**config.mk**
```make
export PLATFORM = sky130hd
export DESIGN_NAME = pc_fetch_unit
export DESIGN_NICKNAME = d
export VERILOG_FILES = /design/src/rtl/pc_fetch_unit.sv
export SDC_FILE = /design/constraint.sdc
export NUM_CORES = 1
export LEC_CHECK = 0
export ABC_AREA = 0
export BUFFER_PORTS_ARGS = -buffer_cell sky130_fd_sc_hd__buf_2
export CAP_MARGIN = 20
export CORE_ASPECT_RATIO = 0.5
export CORE_UTILIZATION = 48
export CTS_CLUSTER_SIZE = 30
export DETAILED_ROUTE_END_ITERATION = 10
export GPL_TIMING_DRIVEN = 0
export PLACE_DENSITY = 0.87
export SYNTH_ARGS = -nofsm -noshare
export SYNTH_HDL_FRONTEND = slang
export SYNTH_SLANG_ARGS = --single-unit
```
**constraint.sdc**
```tcl
create_clock -name clk -period 5.37 [get_ports clk]
set_clock_uncertainty 0.15 [all_clocks]
set_input_delay 0.537 -clock clk [delete_from_list [all_inputs] [get_ports clk]]
set_output_delay 0.537 -clock clk [all_outputs]
set_load 0.005 [all_outputs]
```
**src/rtl/pc_fetch_unit.sv**
```systemverilog
// IF-stage program counter owner: one outstanding instruction fetch, IF/ID handoff, redirect handling.
// Optional performance counters are compiled in when FETCH_PERF_EN is defined.
module pc_fetch_unit #(
   parameter int                ADDR_W   = 32,
   parameter logic [ADDR_W-1:0] RESET_PC = 32'h0000_3000
) (
   input  logic              clk,
   input  logic              rst_n,
   input  logic              redirect_valid,
   input  logic [ADDR_W-1:0] redirect_addr,
   output logic              imem_req_valid,
   output logic [ADDR_W-1:0] imem_req_addr,
   input  logic              imem_req_ready,
   input  logic              imem_rsp_valid,
   input  logic [ADDR_W-1:0] imem_rsp_data,
   output logic              if_valid,
   input  logic              if_ready,
   output logic [ADDR_W-1:0] if_pc,
   output logic [ADDR_W-1:0] if_ins,
   output logic [ADDR_W-1:0] if_pc_plus4,
   output logic [31:0]       perf_fetched,
   output logic [31:0]       perf_redirects,
   output logic [31:0]       perf_stalls
);

   typedef enum logic [1:0] {
      S_IDLE,
      S_REQ,
      S_WAIT,
      S_HOLD
   } state_t;

   state_t            state;
   logic [ADDR_W-1:0] pc;
   logic [ADDR_W-1:0] ins_q;
   logic              drop;
   logic              active;
   logic [ADDR_W-1:0] redir_pc;
   logic [ADDR_W-1:0] pc_next4;

   assign active   = (state != S_IDLE);
   assign redir_pc = redirect_addr & ~ADDR_W'(3);
   assign pc_next4 = pc + ADDR_W'(4);

   // IDLE only ever follows reset, so gating pc here keeps every output at zero there.
   assign imem_req_valid = (state == S_REQ);
   assign if_valid       = (state == S_HOLD);
   assign imem_req_addr  = active ? pc : '0;
   assign if_pc          = active ? pc : '0;
   assign if_pc_plus4    = active ? pc_next4 : '0;
   assign if_ins         = ins_q;

   // NOTE: sequential state uses non-blocking (<=) so every flop samples pre-edge values.
   always_ff @(posedge clk) begin
      if (!rst_n) begin
         state <= S_IDLE;
         pc    <= RESET_PC;
         drop  <= 1'b0;
         ins_q <= '0;
      end else begin
         unique case (state)
            S_IDLE: state <= S_REQ;
            S_REQ: begin
               if (redirect_valid) pc <= redir_pc;
               if (imem_req_ready) begin
                  state <= S_WAIT;
                  // An accepted request for the old address must be thrown away.
                  drop  <= redirect_valid;
               end
            end
            S_WAIT: begin
               if (redirect_valid) begin
                  pc <= redir_pc;
                  if (imem_rsp_valid) begin
                     drop  <= 1'b0;
                     state <= S_REQ;
                  end else begin
                     drop <= 1'b1;
                  end
               end else if (imem_rsp_valid) begin
                  if (drop) begin
                     drop  <= 1'b0;
                     state <= S_REQ;
                  end else begin
                     ins_q <= imem_rsp_data;
                     state <= S_HOLD;
                  end
               end
            end
            S_HOLD: begin
               if (redirect_valid) begin
                  pc    <= redir_pc;
                  state <= S_REQ;
               end else if (if_ready) begin
                  pc    <= pc_next4;
                  state <= S_REQ;
               end
            end
            default: state <= S_IDLE;
         endcase
      end
   end

`ifdef FETCH_PERF_EN
   logic redirect_taken;
   assign redirect_taken = redirect_valid && active;

   always_ff @(posedge clk) begin
      if (!rst_n) begin
         perf_fetched   <= '0;
         perf_redirects <= '0;
         perf_stalls    <= '0;
      end else begin
         if (if_valid && if_ready && !redirect_valid) perf_fetched <= perf_fetched + 32'd1;
         if (redirect_taken) perf_redirects <= perf_redirects + 32'd1;
         if (if_valid && !if_ready) perf_stalls <= perf_stalls + 32'd1;
      end
   end
`else
   assign perf_fetched   = '0;
   assign perf_redirects = '0;
   assign perf_stalls    = '0;
`endif

endmodule

```
---- After elaboration in Yosys (flattened, before gate mapping) ----
Cells that the tools add are included.
cells by class
  $add $sub $neg .......................... 1
  eq/ne operators ......................... 8
  multiplexer cells ....................... 19
  bitwise gates (word level) .............. 2
  reductions and logical operators ........ 9
operators by type and width
  operator                                                                 count
  32-bit 2-to-1 mux                                                        5
  32-bit case mux with 2 select lines                                      1
  32-bit by 3-bit adder with 32-bit output, second input constant          1
  2-bit 2-to-1 mux                                                         7
  3-bit AND reduction                                                      3
  2-bit case mux with 4 select lines                                       1
  2-bit nonzero test                                                       3
  2-bit == test, second input constant                                     2
  1-bit 2-to-1 mux                                                         4
  2-bit by 1-bit inequality test with 1-bit output, second input constant  2
  4-bit AND reduction                                                      1
  3-bit by 2-bit inequality test with 1-bit output, second input constant  1
  3-bit inequality test, second input constant                             1
  2-bit by 1-bit == test with 1-bit output, second input constant          1
  2-bit zero test                                                          1
  2-bit inequality test, second input constant                             1
  1-bit inverter                                                           2
  1-bit case mux with 2 select lines                                       1
  2-bit OR reduction                                                       1
word-level totals
  register bits after elaboration ......... 67
  input port bits ......................... 70
  output and inout bits ................... 226
  word-level logic and storage cells ...... 43

---- Depth between registers and ports, before layout ----
Gate-level depths: netlist of the first run.
  word-level depth ........................ 4
  gate-level depth with buffers ........... 9
  depth with buffers taken out ............ 7

---- Least setup slack after synthesis of the first run ----
OpenSTA, ideal clock, no wires.
  kind .................................... register -> output
  from .................................... register pc[2]
  to ...................................... output if_pc_plus4[28]
  arrival ................................. 1,701 ps
  required time ........................... 4,683 ps
  path slack .............................. 2,982 ps
  stages on the path, launching flop included .. 8
  buffers on the path ..................... 1
  cells stage by stage .................... dfxtp_1 > ha_1 > nand4_2 > nor4_4 > buf_4 > nand4_1 > xor2_1 > nor2_1
on the way
  cells in the longest elaborated chain, start to end .. 2
RTL lines
  item                                      RTL line  RTL
  from (decl)                               34        logic [ADDR_W-1:0] pc;
  from (signal assigned)                    64        if (redirect_valid) pc <= redir_pc;
  from (signal assigned)                    73        pc <= redir_pc;
  from (signal assigned)                    92        pc <= redir_pc;
  32-bit by 3-bit adder with 32-bit output  43        assign pc_next4 = pc + ADDR_W'(4);
  32-bit 2-to-1 mux                         50        assign if_pc_plus4 = active ? pc_next4 : '0;
  to (decl)                                 20        output logic [ADDR_W-1:0] if_pc_plus4,
No other way between the ends.

---- Final worst setup path of the first run ----
  from .................................... register pc[2]
  to ...................................... output if_pc_plus4[18]
Same word-level chain as after synthesis.

==> impl_metrics.toml, run 1 <==
[run_status]
status = "complete, no violations"

[logic_synthesis]
ys.flop_type = "dfxtp_1"
syn_avg_cell_area_um2 = 7.27
syn-cell-area_um2 = 5030
synth_area_leader_cell = "dfxtp_1"
synth_top_area_share = 0.259
synth_seq_cells = 65
synth_edf_count = 0
synthCells = 692
ys_types = 58
synth.area.top_cells = "dfxtp_1 (26%), buf_4 (20%), nand2_1 (7.4%)"
synth_most_common_cell = "buf_4"
yosys_warnings = 0
synthTopCellsByCount = "buf_4 (135), nand2_1 (99), dfxtp_1 (65), nor2_1 (58), a21oi_1 (53)"
async_flop_share = 0
synth.yosys.seq_area_share = 0.259

[die]
pin_count = 296
fp.dieW_um = 147
rows = 25
die_y_um = 74.4
start_util = 0.512
die_area_um2 = 10900
core_um2 = 9820

[placement]
placed_cell_area_um2 = 6530
dpl.hpwl_um = 11900
post-place-cells = 1118
port_buffers = 190
place_congestion = 0.917

[hold_path]
hp-class = "in2reg"

[timing]
final_hold_viol_count = 0
finalMaxSlewViolations = 0
grt_setup_unrepaired = "false"
tightest_slew_ns = 0.755
period_needed_ns = 3.19
finalSetupViolCount = 0
fmax_mhz = 314
fin_tns_setup_ns = 0
slew_headroom = 0.496
min_period_over_period = 0.594

[cts]
numCtsBuffers = 9
cts_tree = "done"
worstSkewPairLatency_ns = 0.33
htreeDepth = 3
ctsHoldBuffers = 0
cts_resized = 0
path_clk_slew_ns = 0.06
cts.sinks = 65
cts.path.max_buffers = 2
clockRootBuffer = "clkbuf_16"
postCtsSetupRepairBufs = 0

[worst_setup_path]
crit_slowest_cell = "dfxtp_1"
path_max_fanout = 10
end_kind = "output port"
arrival_ns = 2.50
startpoint_type = "flip-flop"
slowest_delay_ns = 0.46
critical_path_required_ns = 4.68
crit_type = "reg2out"
crit_chain = "ha_1 > nand4_2 > nor4_4 > buf_4 > and2_1 > xnor2_1 > nor2_1 > buf_2"

[pwr]
irDropWorstVdd_mv = 0.181
power.density_nw_per_um2 = 233
p_leak_nw = 3.59

[global_routing]
grt_usage = 0.274
globalRouteMet2Util = 0.489
grt_pass1_vias = 4906
met1_usage = 0.306
overflow = 0
antenna_found_initial = 0
grt_max_degree = 13
use_met3 = 0.0939
busiest_layer = "met2"
grt_pass1_wl_um = 23700

[final_layout]
final_core_utilization = 0.699
layout.cells.non_filler = 1134
register_area_um2 = 1300
drive_above_1_share = 0.371
antennaDiodeCount = 0
final_cell_area_um2 = 6860
layout.nets = 1069
fillers = 832
multi_input_area_um2 = 2870
area_growth_pct = 36.3

[drt]
wl_um = 15800
via_count = 5654
viasPerCell = 4.99
initialDrtViolationCount = 527
post_drt_wl_per_cell_um = 13.9
firstDrtPassIters = 9
detail-route-antenna-nets = 0
drc = 0

[job]
maxCapViolations = 0
==> sequential cells by signal, indices dropped and copies added (netlist names) <==
name    count
state       2
pc         30
if_ins     32
drop        1
==> worst max-delay path, delay by kind of cell, from the launching register on <==
family | cells | cell delay, ns
xor gates and xnor gates | 1 | 0.15
DFF | 1 | 0.46
and+or+nand+nor | 4 | 0.84
adders and majority gates | 1 | 0.34
buffers and inverters | 2 | 0.38
==> layout make-up <==
type | instances | area share
multi-input combinational | 537 | 0.418
sequential | 65 | 0.190
buffer | 181 | 0.175
timing repair buffer | 190 | 0.139
clock buffer | 10 | 0.0348
tap | 135 | 0.0246
clock inverter | 6 | 0.0131
inverter | 10 | 0.00547
==> logic make-up (layout without fill, tap and decap cells) <==
group	Yosys count	count (layout)	synth area share
XOR/XNOR	28	28	0.0487
buffers and inverters	191	397	0.246
flip-flops	65	65	0.259
AND/OR/NAND/NOR	275	275	0.273
other	1	102	0.000745
adder cells (fa/ha/maj)	5	5	0.0124
AO/OA/AOI/OAI	122	122	0.150
multiplexers	5	5	0.0102
==> metrics by stage <==
step / setup WS, ns / total power, W / hold slack (ns)
after floorplan: 2.98 / 0.000814 / 0.303
after global placement: 2.65 / 0.000933 / 0.290
after detailed placement: 2.60 / 0.000942 / 0.296
after CTS: 2.22 / 0.00158 / 0.287
after global routing: 2.07 / 0.00166 / 0.282
final: 2.18 / 0.00160 / 0.292
==> report_power, final <==
part | total, W | switching, W | internal [W] | leakage, nW
Sequential | 0.000534 | 0.0000260 | 0.000508 | 0.528
Clock | 0.000651 | 0.000230 | 0.000421 | 0.159
Combinational | 0.000413 | 0.000224 | 0.000189 | 2.90
Total | 0.00160 | 0.000481 | 0.00112 | 3.59
==> final timing paths <==
check | startpoint | endpoint | slack (ns) | cells after the start
worst max-delay path | pc[2]$_SDFFE_PN0P_ | if_pc_plus4[18] | 2.18 | 8
worst min-delay path | imem_rsp_data[18] | if_ins[18]$_SDFFE_PN0P_ | 0.29 | 3
worst max register to register | state[0]$_SDFFE_PN0P_ | pc[26]$_SDFFE_PN0P_ | 2.46 | 8
worst min register to register | if_ins[16]$_SDFFE_PN0P_ | if_ins[16]$_SDFFE_PN0P_ | 0.30 | 2
==> layer usage <==
layer	up-vias	share of wire
li1	2704	-
met1	2511	0.37
met2	373	0.48
met3	66	0.12
met4	0	0.034
met5	-	0
==> cell usage in the layout, fill, tap and decap left out, types with 4 or more instances in the layout <==
master and instances:
xor2_1 15, clkbuf_16 9, buf_2 203, clkbuf_1 31
nor2b_1 31, nand3_1 21, o21ai_0 14, nor3_1 9
nand2_1 99, buf_4 135, inv_1 9, mux2i_1 4
nand2b_1 4, xnor2_1 13, a22oi_1 6, nand4_1 10
nor2_1 58, ha_1 5, or4_1 4, dfxtp_1 65
conb_1 102, a21oi_1 53, nor4_1 4, a31oi_1 10
o22ai_1 11, and3_1 9
No activity file was read; power rests on OpenSTA's default activity.
==> run 2: changes to the inputs <==
CORE_UTILIZATION = 45   (was 48)
PLACE_DENSITY = 0.82   (was 0.87)
clock period = 3.2 ns   (was 5.37 ns; I/O delays follow)
==> impl_metrics.toml, run 2 (synthesized netlist as in run 1, its figures left out) <==
[pwr]
p_leak_nw = 3.58
power.density_nw_per_um2 = 384
irDropWorstVdd_mv = 0.313

[timing]
fin_tns_setup_ns = 0
min_period_over_period = 0.925
tightest_slew_ns = 0.671
period_needed_ns = 2.96
fmax_mhz = 338
slew_headroom = 0.553
grt_setup_unrepaired = "false"
final_hold_viol_count = 0
finalMaxSlewViolations = 0
finalSetupViolCount = 0

[placement]
port_buffers = 190
dpl.hpwl_um = 11800
place_congestion = 0.897
post-place-cells = 1123

[worst_setup_path]
crit_type = "reg2reg"
critical_path_required_ns = 3.31
end_kind = "flip-flop"
startpoint_type = "flip-flop"
arrival_ns = 3.07
path_max_fanout = 10

[die]
die_y_um = 76.8
die_area_um2 = 11600
fp.dieW_um = 152
start_util = 0.478
core_um2 = 10500
rows = 26
pin_count = 296

[final_layout]
layout.cells.non_filler = 1139
layout.nets = 1069
antennaDiodeCount = 0
drive_above_1_share = 0.371
layout_common_cells = "buf_2 (203), buf_4 (135), conb_1 (102)"
final_common_cell = "buf_2"
fillers = 941
final_core_utilization = 0.650
area_growth_pct = 36.2
largest_register_ffs = 32

[drt]
initialDrtViolationCount = 559
wl_um = 15700
firstDrtPassIters = 8
drc = 0
via_count = 5607
post_drt_wl_per_cell_um = 13.8
viasPerCell = 4.92
detail-route-antenna-nets = 0

[job]
maxCapViolations = 0

[cts]
postCtsSetupRepairBufs = 0
cts_tree = "done"
cts.path.max_buffers = 2
path_clk_slew_ns = 0.06
cts.sinks = 65
ctsHoldBuffers = 0
cts_resized = 0
worstSkewPairLatency_ns = 0.33
numCtsBuffers = 9
clockRootBuffer = "clkbuf_16"
htreeDepth = 3

[global_routing]
grt_pass1_vias = 5053
antenna_found_initial = 0
grt_pass1_wl_um = 24200
grt_usage = 0.261
overflow = 0
grt_max_degree = 12

[hold_path]
hp-class = "in2reg"

[run_status]
status = "complete, no violations"
-- run 2: layout make-up --
class / count / area (um^2) / area share
Buffer: 181 / 1200 / 0.175
Clock buffer: 12 / 267 / 0.0389
Clock inverter: 4 / 50.0 / 0.00730
Inverter: 10 / 37.5 / 0.00548
Multi-Input combinational cell: 537 / 2870 / 0.419
Sequential cell: 65 / 1300 / 0.190
Tap cell: 140 / 175 / 0.0256
Timing Repair Buffer: 190 / 951 / 0.139
-- run 2: critical path: stages, from the launching register on --
cell and delay, ns:
dfxtp_1 0.38, inv_1 0.08, ha_1 0.43, nor2b_1 0.10, o22ai_1 0.54, buf_2 0.38, buf_1 0.50, nand2_1 0.14
a31oi_1 0.18
-- run 2: routing by layer --
metal | wire [um] | vias to the layer above | GRT usage
met5 | 0 | - | 0
met4 | 427 | 0 | 0.114
met3 | 1600 | 50 | 0.0625
met2 | 7740 | 340 | 0.447
met1 | 5960 | 2515 | 0.309
li1 | - | 2702 | -
-- run 2: worst paths after layout --
kind / slack, ns / from / to / depth (start not counted)
worst max register to register: 0.24 / state[1]$_SDFFE_PN0P_ / pc[26]$_SDFFE_PN0P_ / 8
worst min register to register: 0.30 / if_ins[21]$_SDFFE_PN0P_ / if_ins[21]$_SDFFE_PN0P_ / 2
worst max-delay path: 0.24 / state[1]$_SDFFE_PN0P_ / pc[26]$_SDFFE_PN0P_ / 8
worst min-delay path: 0.07 / imem_rsp_data[31] / if_ins[31]$_SDFFE_PN0P_ / 3
-- run 2: stage by stage --
stage          power (W)  instance area [um^2]  worst slack [ns]  hold slack [ns]
3_5_place_dp     0.00158                  6540             0.376            0.293
3_3_place_gp     0.00157                  6540             0.445            0.289
6_report         0.00263                  6860             0.239           0.0717
5_1_grt          0.00275                  6860            0.0916           0.0702
2_1_floorplan    0.00137                  5410              1.03            0.303
4_1_cts          0.00262                  6860             0.274           0.0659
-- run 2: power by group --
part / switching [W] / internal (W)
clock: 0.000377 / 0.000665
sequential: 0.0000413 / 0.000853
combinational: 0.000376 / 0.000317
total: 0.000795 / 0.00183
